File: config.mk
export PLATFORM = sky130hd
export DESIGN_NAME = decode_issue_unit
export DESIGN_NICKNAME = d
export VERILOG_FILES = /design/src/rtl/decode_issue_unit.sv
export SDC_FILE = /design/constraint.sdc
export NUM_CORES = 2
export LEC_CHECK = 0
export ABC_AREA = 0
export CAP_MARGIN = 40
export CORE_MARGIN = 5
export CORE_UTILIZATION = 31
export DETAILED_ROUTE_END_ITERATION = 12
export PLACE_DENSITY = 0.49
export SKIP_CTS_REPAIR_TIMING = 1
export SLEW_MARGIN = 15
export SYNTH_ARGS = -nofsm -noshare
export SYNTH_HDL_FRONTEND = slang
export SYNTH_SLANG_ARGS = --single-unit
File: constraint.sdc
create_clock -name Clk -period 9.7 [get_ports Clk]
set_clock_uncertainty 0.05 [all_clocks]
set_input_delay 1.94 -clock Clk [delete_from_list [all_inputs] [get_ports Clk]]
set_output_delay 1.94 -clock Clk [all_outputs]
set_load 0.005 [all_outputs]
File: src/rtl/decode_issue_unit.sv
// RV32I decode/issue stage: register file with write-through bypass, load-use
// interlock and a single ID/EX pipeline register with hold and flush.
module decode_issue_unit #(
   parameter int XLEN    = 32,
   parameter int NREG    = 32,
   parameter int RF_INIT = 0,
   localparam int AW     = $clog2(NREG)
) (
   input  logic            Clk,
   input  logic            Reset,
   input  logic            ID_Valid,
   output logic            ID_Ready,
   input  logic [31:0]     IR,
   input  logic [XLEN-1:0] PC_ID,
   input  logic            WB_Enable,
   input  logic [AW-1:0]   rd_WB,
   input  logic [XLEN-1:0] Data_WB,
   input  logic            Flush,
   input  logic            EX_Ready,
   output logic            EX_Valid,
   output logic [XLEN-1:0] Operand1_ACU_EX,
   output logic [XLEN-1:0] Operand2_ACU_EX,
   output logic [XLEN-1:0] Operand1_DEU_EX,
   output logic [XLEN-1:0] Operand2_DEU_EX,
   output logic [4:0]      Alu_Cntrl_EX,
   output logic [2:0]      Func3_EX,
   output logic [6:0]      Imm_Format_EX,
   output logic [AW-1:0]   rd_EX,
   output logic [AW-1:0]   rs1_EX,
   output logic [AW-1:0]   rs2_EX,
   output logic            Rs1_Valid_EX,
   output logic            Rs2_Valid_EX,
   output logic            Write_Enable_EX,
   output logic            Illegal_EX,
   output logic [15:0]     Stall_Count
);

   typedef struct packed {
      logic [XLEN-1:0] a1, a2, d1, d2;
      logic [4:0]      alu;
      logic [2:0]      f3;
      logic [6:0]      fmt;
      logic [AW-1:0]   rd, rs1, rs2;
      logic            v1, v2, we, ill;
   } idex_t;

   logic [XLEN-1:0] rf [NREG];
   idex_t           dec, q;
   logic            ex_valid, rs1_u, rs2_u, hazard, accept;
   logic [AW-1:0]   rs1_a, rs2_a, rd_a;
   logic [XLEN-1:0] r1, r2, imm_i, imm_s, imm_b, imm_u, imm_j;
   logic [6:0]      opc, f7;
   logic [2:0]      f3;
   logic            wb_hit;

   assign opc   = IR[6:0];
   assign f3    = IR[14:12];
   assign f7    = IR[31:25];
   assign rs1_a = AW'(IR[19:15]);
   assign rs2_a = AW'(IR[24:20]);
   assign rd_a  = AW'(IR[11:7]);

   assign imm_i = XLEN'($signed(IR[31:20]));
   assign imm_s = XLEN'($signed({IR[31:25], IR[11:7]}));
   assign imm_b = XLEN'($signed({IR[31], IR[7], IR[30:25], IR[11:8], 1'b0}));
   assign imm_u = XLEN'($signed({IR[31:12], 12'b0}));
   assign imm_j = XLEN'($signed({IR[31], IR[19:12], IR[20], IR[30:21], 1'b0}));

   // x0 reads zero; a same-cycle write-back to a nonzero register is bypassed
   assign wb_hit = WB_Enable && (rd_WB != '0);
   assign r1 = (rs1_a == '0) ? '0 : (wb_hit && rd_WB == rs1_a) ? Data_WB : rf[rs1_a];
   assign r2 = (rs2_a == '0) ? '0 : (wb_hit && rd_WB == rs2_a) ? Data_WB : rf[rs2_a];

   // Sources are only routed when used, so unused reads contribute zero
   always_comb begin
      dec   = '0;
      rs1_u = 1'b0;
      rs2_u = 1'b0;
      dec.rd = rd_a;
      dec.f3 = f3;
      case (opc)
         7'b0110011: begin
            dec.ill = !(f7 == 7'h00 || (f7 == 7'h20 && (f3 == 3'd0 || f3 == 3'd5)));
            rs1_u = 1'b1; rs2_u = 1'b1; dec.we = 1'b1;
            dec.alu = {1'b0, f7[5], f3};
            dec.d1 = r1; dec.d2 = r2;
         end
         7'b0010011: begin
            rs1_u = 1'b1; dec.we = 1'b1; dec.d1 = r1;
            if (f3 == 3'd1 || f3 == 3'd5) begin
               dec.ill = !(f7 == 7'h00 || (f3 == 3'd5 && f7 == 7'h20));
               dec.alu = {1'b0, f7[5], f3};
               dec.d2  = XLEN'(IR[24:20]);
            end else begin
               dec.alu = {2'b00, f3};
               dec.d2  = imm_i;
            end
         end
         7'b0000011: begin
            dec.ill = (f3 == 3'd3 || f3 == 3'd6 || f3 == 3'd7);
            rs1_u = 1'b1; dec.we = 1'b1; dec.fmt = 7'b1000000;
            dec.a1 = r1; dec.a2 = imm_i;
         end
         7'b0100011: begin
            dec.ill = (f3 > 3'd2);
            rs1_u = 1'b1; rs2_u = 1'b1; dec.fmt = 7'b0100000;
            dec.a1 = r1; dec.a2 = imm_s; dec.d2 = r2;
         end
         7'b1100011: begin
            dec.ill = (f3 == 3'd2 || f3 == 3'd3);
            rs1_u = 1'b1; rs2_u = 1'b1; dec.fmt = 7'b0010000;
            dec.alu = {2'b10, f3};
            dec.a1 = PC_ID; dec.a2 = imm_b; dec.d1 = r1; dec.d2 = r2;
         end
         7'b0110111: begin
            dec.we = 1'b1; dec.fmt = 7'b0001000; dec.f3 = '0;
            dec.d2 = imm_u;
         end
         7'b0010111: begin
            dec.we = 1'b1; dec.fmt = 7'b0000100; dec.f3 = '0;
            dec.a1 = PC_ID; dec.a2 = imm_u;
         end
         7'b1101111: begin
            dec.we = 1'b1; dec.fmt = 7'b0000010; dec.f3 = '0;
            dec.a1 = PC_ID; dec.a2 = imm_j; dec.d1 = PC_ID; dec.d2 = XLEN'(4);
         end
         7'b1100111: begin
            dec.ill = (f3 != 3'd0);
            rs1_u = 1'b1; dec.we = 1'b1; dec.fmt = 7'b0000001;
            dec.a1 = r1; dec.a2 = imm_i; dec.d1 = PC_ID; dec.d2 = XLEN'(4);
         end
         default: dec.ill = 1'b1;
      endcase
      if (dec.ill) begin
         dec     = '0;
         dec.ill = 1'b1;
         rs1_u   = 1'b0;
         rs2_u   = 1'b0;
      end
      dec.v1  = rs1_u;
      dec.v2  = rs2_u;
      dec.rs1 = rs1_u ? rs1_a : '0;
      dec.rs2 = rs2_u ? rs2_a : '0;
   end

   // Load result is not available until after EX, so the bypass cannot help
   assign hazard = ex_valid && q.fmt[6] && (q.rd != '0) &&
                   ((rs1_u && rs1_a == q.rd) || (rs2_u && rs2_a == q.rd));
   assign ID_Ready = Reset && (!ex_valid || EX_Ready) && !hazard && !Flush;
   assign accept   = ID_Valid && ID_Ready;

   always_ff @(posedge Clk) begin
      if (!Reset) begin
         for (int i = 0; i < NREG; i++)
            rf[i] <= (RF_INIT == 1) ? XLEN'(i) : '0;
      end else if (wb_hit) begin
         rf[rd_WB] <= Data_WB;
      end
   end

   always_ff @(posedge Clk) begin
      if (!Reset) begin
         q           <= '0;
         ex_valid    <= 1'b0;
         Stall_Count <= '0;
      end else begin
         if (Flush)
            ex_valid <= 1'b0;
         else if (accept) begin
            q        <= dec;
            ex_valid <= 1'b1;
         end else if (EX_Ready)
            ex_valid <= 1'b0;
         if (ID_Valid && hazard && Stall_Count != 16'hFFFF)
            Stall_Count <= Stall_Count + 16'd1;
      end
   end

   assign EX_Valid        = ex_valid;
   assign Operand1_ACU_EX = q.a1;
   assign Operand2_ACU_EX = q.a2;
   assign Operand1_DEU_EX = q.d1;
   assign Operand2_DEU_EX = q.d2;
   assign Alu_Cntrl_EX    = q.alu;
   assign Func3_EX        = q.f3;
   assign Imm_Format_EX   = q.fmt;
   assign rd_EX           = q.rd;
   assign rs1_EX          = q.rs1;
   assign rs2_EX          = q.rs2;
   assign Rs1_Valid_EX    = q.v1 & ex_valid;
   assign Rs2_Valid_EX    = q.v2 & ex_valid;
   assign Write_Enable_EX = q.we & ex_valid;
   assign Illegal_EX      = q.ill & ex_valid;

endmodule
; ---- After elaboration in Yosys (flattened, before gate mapping)
; Memory sizes are Yosys's and may differ from the RTL's.
; Index checks and enable logic that the tools add are counted.
[op_classes]
n_addsub = 1
n_lt_le_gt_ge = 1
n_eq_ne = 21
n_mux = 30
n_bitwise = 6
reduce_logical = 48
[op_table]
columns = operator, n
row1 = case mux 64 bit (5 select lines), 1
row2 = two-way mux 162 bit, 1
row3 = two-way mux 32 bit, 5
row4 = case mux 32 bit (4 select lines), 1
row5 = case mux 32 bit (2 select lines), 1
row6 = case mux 7 bit (7 select lines), 1
row7 = two-way mux 37 bit, 1
row8 = OR reduction 32 bit, 1
row9 = equality test 7 x 6 -> 1 bit (second input constant), 4
row10 = equality test 7 bit (second input constant), 3
row11 = equality test 5 bit, 4
row12 = adder 16 x 1 -> 16 bit (second input constant), 1
row13 = logical AND 1 bit, 16
row14 = inequality test 16 bit (second input constant), 1
row15 = two-way mux 5 bit, 3
row16 = case mux 5 bit (3 select lines), 1
row17 = equality test 7 x 5 -> 1 bit (second input constant), 2
row18 = two-way mux 1 bit, 13
row19 = logical NOT 5 bit, 2
row20 = nonzero test 5 bit, 2
row21 = equality test 3 bit (second input constant), 3
row22 = logical OR 1 bit, 9
row23 = OR reduction 3 bit, 3
row24 = equality test 7 x 2 -> 1 bit (second input constant), 1
row25 = other kinds (16), 27
[word_totals]
regBits = 179
ram_bits = 1024
output_inout_bits = 180
wordCells = 124
memories = 1
[memory_table]
columns = name, words, width, rd, rd_clocked_by_memory_dff, wr, line_no
row1 = rf, 32, 32, 2, 0, 32, 47  ; logic [XLEN-1:0] rf [NREG];

; ---- Logic depth before layout (Yosys ltp)
[logic_depth]
ltp_word = 15
mapped_depth = 12

; ---- Worst setup path before layout
; OpenSTA, ideal clock, no wires.
[synth_timing]
path_kind = input port to flip-flop
startpoint = input Reset
endpoint = memory rf[10][0], enable pin
setup_time_ps = 466
t_arrival_ps = 5456
t_required_ps = 9184
setup_slack_ps = 3729
stages = 7
path_buffers = 3
path_cell_list = clkbuf_1 clkinv_1 nor3_1 nand2_1 clkbuf_1 clkbuf_1 o21ai_0
[synth_lines]
columns = item, line_no
row1 = "start, declared", 10  ; input logic Reset,
row2 = "end, declared", 47

; ---- Final worst setup path
[layout_timing]
startpoint = input IR[2]
endpoint = output ID_Ready
[layout_between]
elab_chain_cells = 10
elab_cells_between_ends = 24
cone_classes = 9 x eq/ne / 5 x mux / 10 x reduce/logical
[layout_rtl]
columns = item, line_no
row1 = "start, declared", 13  ; input logic [31:0] IR,
row2 = "equality test 7 bit, or another cell as far along", 81  ; case (opc)
row3 = OR reduction 3 bit (no line) or OR reduction 6 bit (tied branches), n/a
row4 = case mux 1 bit (7 select lines) or two-way mux 1 bit (tied branches), 81
row5 = two-way mux 1 bit, 134  ; if (dec.ill) begin
row6 = logical AND 1 bit, 148  ; ((rs1_u && rs1_a == q.rd) || (rs2_u && rs2_a == q.rd));
row7 = logical OR 1 bit *, 148
row8 = logical AND 1 bit *, 147  ; assign hazard = ex_valid && q.fmt[6] && (q.rd != '0) &&
row9 = logical NOT 1 bit *, 149  ; assign ID_Ready = Reset && (!ex_valid || EX_Ready) && !hazard && !Flush;
row10 = logical AND 1 bit * (2 in a row), 149
row11 = "end, declared", 12  ; output logic ID_Ready,
; Mark *: on every way between the ends. The rest lies on a longest branch, timed or not.

==> summary.txt <==
Route
  – Vias: 42.7k
  – Via/cell ratio: 5.77
  – Drt total wl: 259 mm
  – Antenna viol nets, final: 0
  – WL/cell: 35.0 um
  – Drt first pass iters: 6
  – DRC Markers: 0
  – Initial DRC Count: 5764

Pwr
  – Combinational Power Share: 11.4%
  – Pleak: 0.0246 uW
  – Clk network pwr share: 41.6%
  – Int Pwr: 9450 uW
  – Switching pwr: 3250 uW
  – Power, Total: 12700 uW
  – Switching Share: 25.6%
  – PwrDens: 173 nW/um^2
  – Peak VDD IR: 187 uV
  – Reg power frac: 47.0%

Synth
  – Main combinational cell family by area after synthesis: multiplexers
  – Simple-gate share of the synthesized area: 13.4%
  – Syn Inst Count: 4559
  – Ys Warns: 0
  – EDFF count, synth: 1024
  – Sequential-to-total area share from yosys stat: 54.4%
  – Synth Flop Type: edfxtp_1
  – Synth Area in Compound Gates: 7.11%
  – Yosys cell types: 76
  – Flops & latches, synth: 1202
  – Synth Area in XOR/XNOR: 0.264%
  – Mux cell area share after synthesis: 19.7%
  – Synthesized area: 63000 um^2
  – Ys async rst share: 0%
  – Synth Area in Adders: 0.0198%
  – Avg Cell Area, Syn: 13.8 um^2

Critical path
  – Setup Crit Path Kind: in -> out
  – Critical Path RT: 7.71 ns
  – CP top delay family: simple AND/OR/NAND/NOR gates
  – Buf/Inv on CP: 2
  – Most common cell on crit path: clkdlybuf4s50_1
  – Startpoint types: primary input
  – Worst path arrival time: 5.19 ns
  – Setup crit end kind: output pin
  – Worst r2r path cells: 10
  – Max stage delay on crit path: 0.68 ns
  – Crit Path Max Fanout: 12
  – Slowest CP cell: or4_1
  – CP cell instances: clkdlybuf4s50_1, nand4bb_1, or4_1, o21ai_1, nor3_2, a21boi_0, clkdlybuf4s50_1
  – Stages on the worst setup path: 7

Place
  – RePlAce Congestion: 0.885
  – Final HPWL DP: 162 mm
  – Port bufs: 286
  – Placed insts: 7121

Clock network
  – TritonCTS clock tree: built
  – Clk_lat worst skew: 0.79 ns
  – CTS H-tree lvls: 4
  – Reg clk slew, reported paths: 0.06 ns
  – Clock Sinks: 1202
  – CTS Buf Count: 142
  – Clock root buffer: clkbuf_16
  – CTS max path bufs: 3

Layout
  – Share of cells above drive strength 1: 21.6%
  – Multi-input logic area: 26300 um^2
  – Layout net count: 4709
  – Most frequent cells in the layout: 1024 x edfxtp_1, 976 x and2_1, 504 x mux4_2
  – FF/Latch Area: 34300 um^2
  – Commonest non-fill, non-tap cell in the layout: edfxtp_1
  – Area growth syn-to-layout: 16.4%
  – Final Non-Filler Cells: 7397
  – Fill count: 19.2k

Hold path
  – Worst Hold Path Cells: 2
  – Worst hold-check path type: reg -> reg

STA
  – Worst Tran Pin Value: 1.37 ns
  – Maximum clock rate: 139 MHz
  – Max-slew headroom: 8.50%
  – RSZ-0062 raised after global routing: no
  – Max-slew violation count: 0
  – Final min period: 7.18 ns
  – Final TNS setup: 0 ns
  – Setup violators final: 0
  – Hold Fails Final Rpt: 0
  – Final period util: 74.0%

Die
  – Core footprint: 202000 um^2
  – Chip width: 461 um
  – Top Ports: 287
  – Height of the die: 461 um
  – Core Rows: 165
  – Die area: 212000 um^2
  – Starting Density: 31.2%

GRT
  – Vias in the first global route: 41.9k
  – GRT Resource Usage Total: 23.8%
  – GRT overflow: 0
  – Initial antenna violation count: 33
  – Largest net degree at the start of global routing: 93
  – First-pass GRT wire length: 352 mm

Run
  – Max cap viols: 0

Status
  – Status: finished clean
[synthesized netlist by cell type, types with 18 or more instances]
cell type / number / share of area, %
a21o_1: 18 / 0.21
a21oi_1: 59 / 0.47
a221o_1: 26 / 0.41
a22o_1: 87 / 1.2
a22oi_1: 57 / 0.68
and2_1: 976 / 9.7
buf_1: 36 / 0.21
buf_2: 81 / 0.64
buf_4: 160 / 1.9
clkbuf_1: 348 / 2.1
dfxtp_1: 178 / 5.7
edfxtp_1: 1024 / 49
inv_1: 37 / 0.22
mux2i_1: 105 / 1.7
mux4_2: 504 / 18
nand2_1: 124 / 0.74
nand3_1: 47 / 0.37
nor2_1: 94 / 0.56
nor3_1: 58 / 0.46
nor4_1: 29 / 0.29
o21ai_0: 105 / 0.83
o221ai_1: 18 / 0.25
o22ai_1: 113 / 1.1
o2bb2ai_1: 34 / 0.47
o31ai_1: 20 / 0.24
or4_1: 20 / 0.24
[area by class of cell]
type	instances	area share (%)
Clock buffer	206	5.51
Timing Repair Buffer	493	6.45
Inverter	39	0.205
Tap cell	2672	4.55
Multi-Input combinational cell	2723	35.9
Clock inverter	54	0.643
Sequential cell	1202	46.7
Antenna cell	8	0.0273
[final timing paths]
path,startpoint,to,slack [ns]
setup / recovery,IR[2],ID_Ready,2.52
hold reg to reg,Operand2_ACU_EX[10],Operand2_ACU_EX[10],0.40
setup reg to reg,rd_EX[3],Operand1_ACU_EX[13],6.05
hold / removal,Operand2_ACU_EX[10],Operand2_ACU_EX[10],0.40
[registers in the layout, indices dropped and copies added, names as in the netlist, 3 cells and up]
register,flops
Alu_Cntrl_EX,4
Func3_EX,3
Imm_Format_EX,7
Operand1_ACU_EX,32
Operand1_DEU_EX,32
Operand2_ACU_EX,32
Operand2_DEU_EX,32
Stall_Count,16
q,4
rd_EX,5
rf,1024
rs1_EX,5
rs2_EX,5
[cells by family after synthesis]
| kind of cell | count (synthesis) |
|---|---|
| compound gates | 625 |
| flops | 1202 |
| xor+xnor | 19 |
| fa+ha+maj | 1 |
| mux | 611 |
| other cells | 1 |
| buf+inv | 665 |
| simple gates | 1435 |
[power groups by stage]
stage / registers [uW] / clock network (uW) / logic, uW
6_report: 5970 / 5290 / 1440
5_1_grt: 5990 / 5570 / 1490
4_1_cts: 5960 / 5370 / 1420
3_5_place_dp: 6070 / 0 / 1420
3_3_place_gp: 6060 / 0 / 1390
2_1_floorplan: 6040 / 0 / 798
[metal layers]
layer  vias up  GRT usage [%]  wire, um
li1      17439              -         -
met1     22477           31.2    102000
met5         -              0        78
met2      2361           37.6    118000
met4        12           8.82     10500
met3       420           7.03     27800
[through the flow]
stage / instance area, um^2 / setup WS (ns) / utilization (%) / hold WS [ns]
after floorplan: 63200 / 3.73 / - / 0.377
after global placement: 68300 / 2.58 / 33.8 / 0.387
after detailed placement: 68800 / 2.56 / 34.0 / 0.396
after CTS: 73300 / 2.55 / 36.2 / 0.402
after global routing: 73400 / 2.44 / 36.3 / 0.419
final: 73400 / 2.52 / 36.3 / 0.398
[worst register-to-register path: stages, from the launching register on]
cell,delay (ns)
dfxtp_1,0.58
xnor2_1,0.17
nand3_1,0.10
nor4_1,0.33
o2111a_2,0.40
a21oi_4,0.13
nor2_4,0.18
buf_4,0.47
buf_4,0.61
buf_12,0.33
a22o_1,0.24
Note: power is estimated with default switching activity, not from simulation.
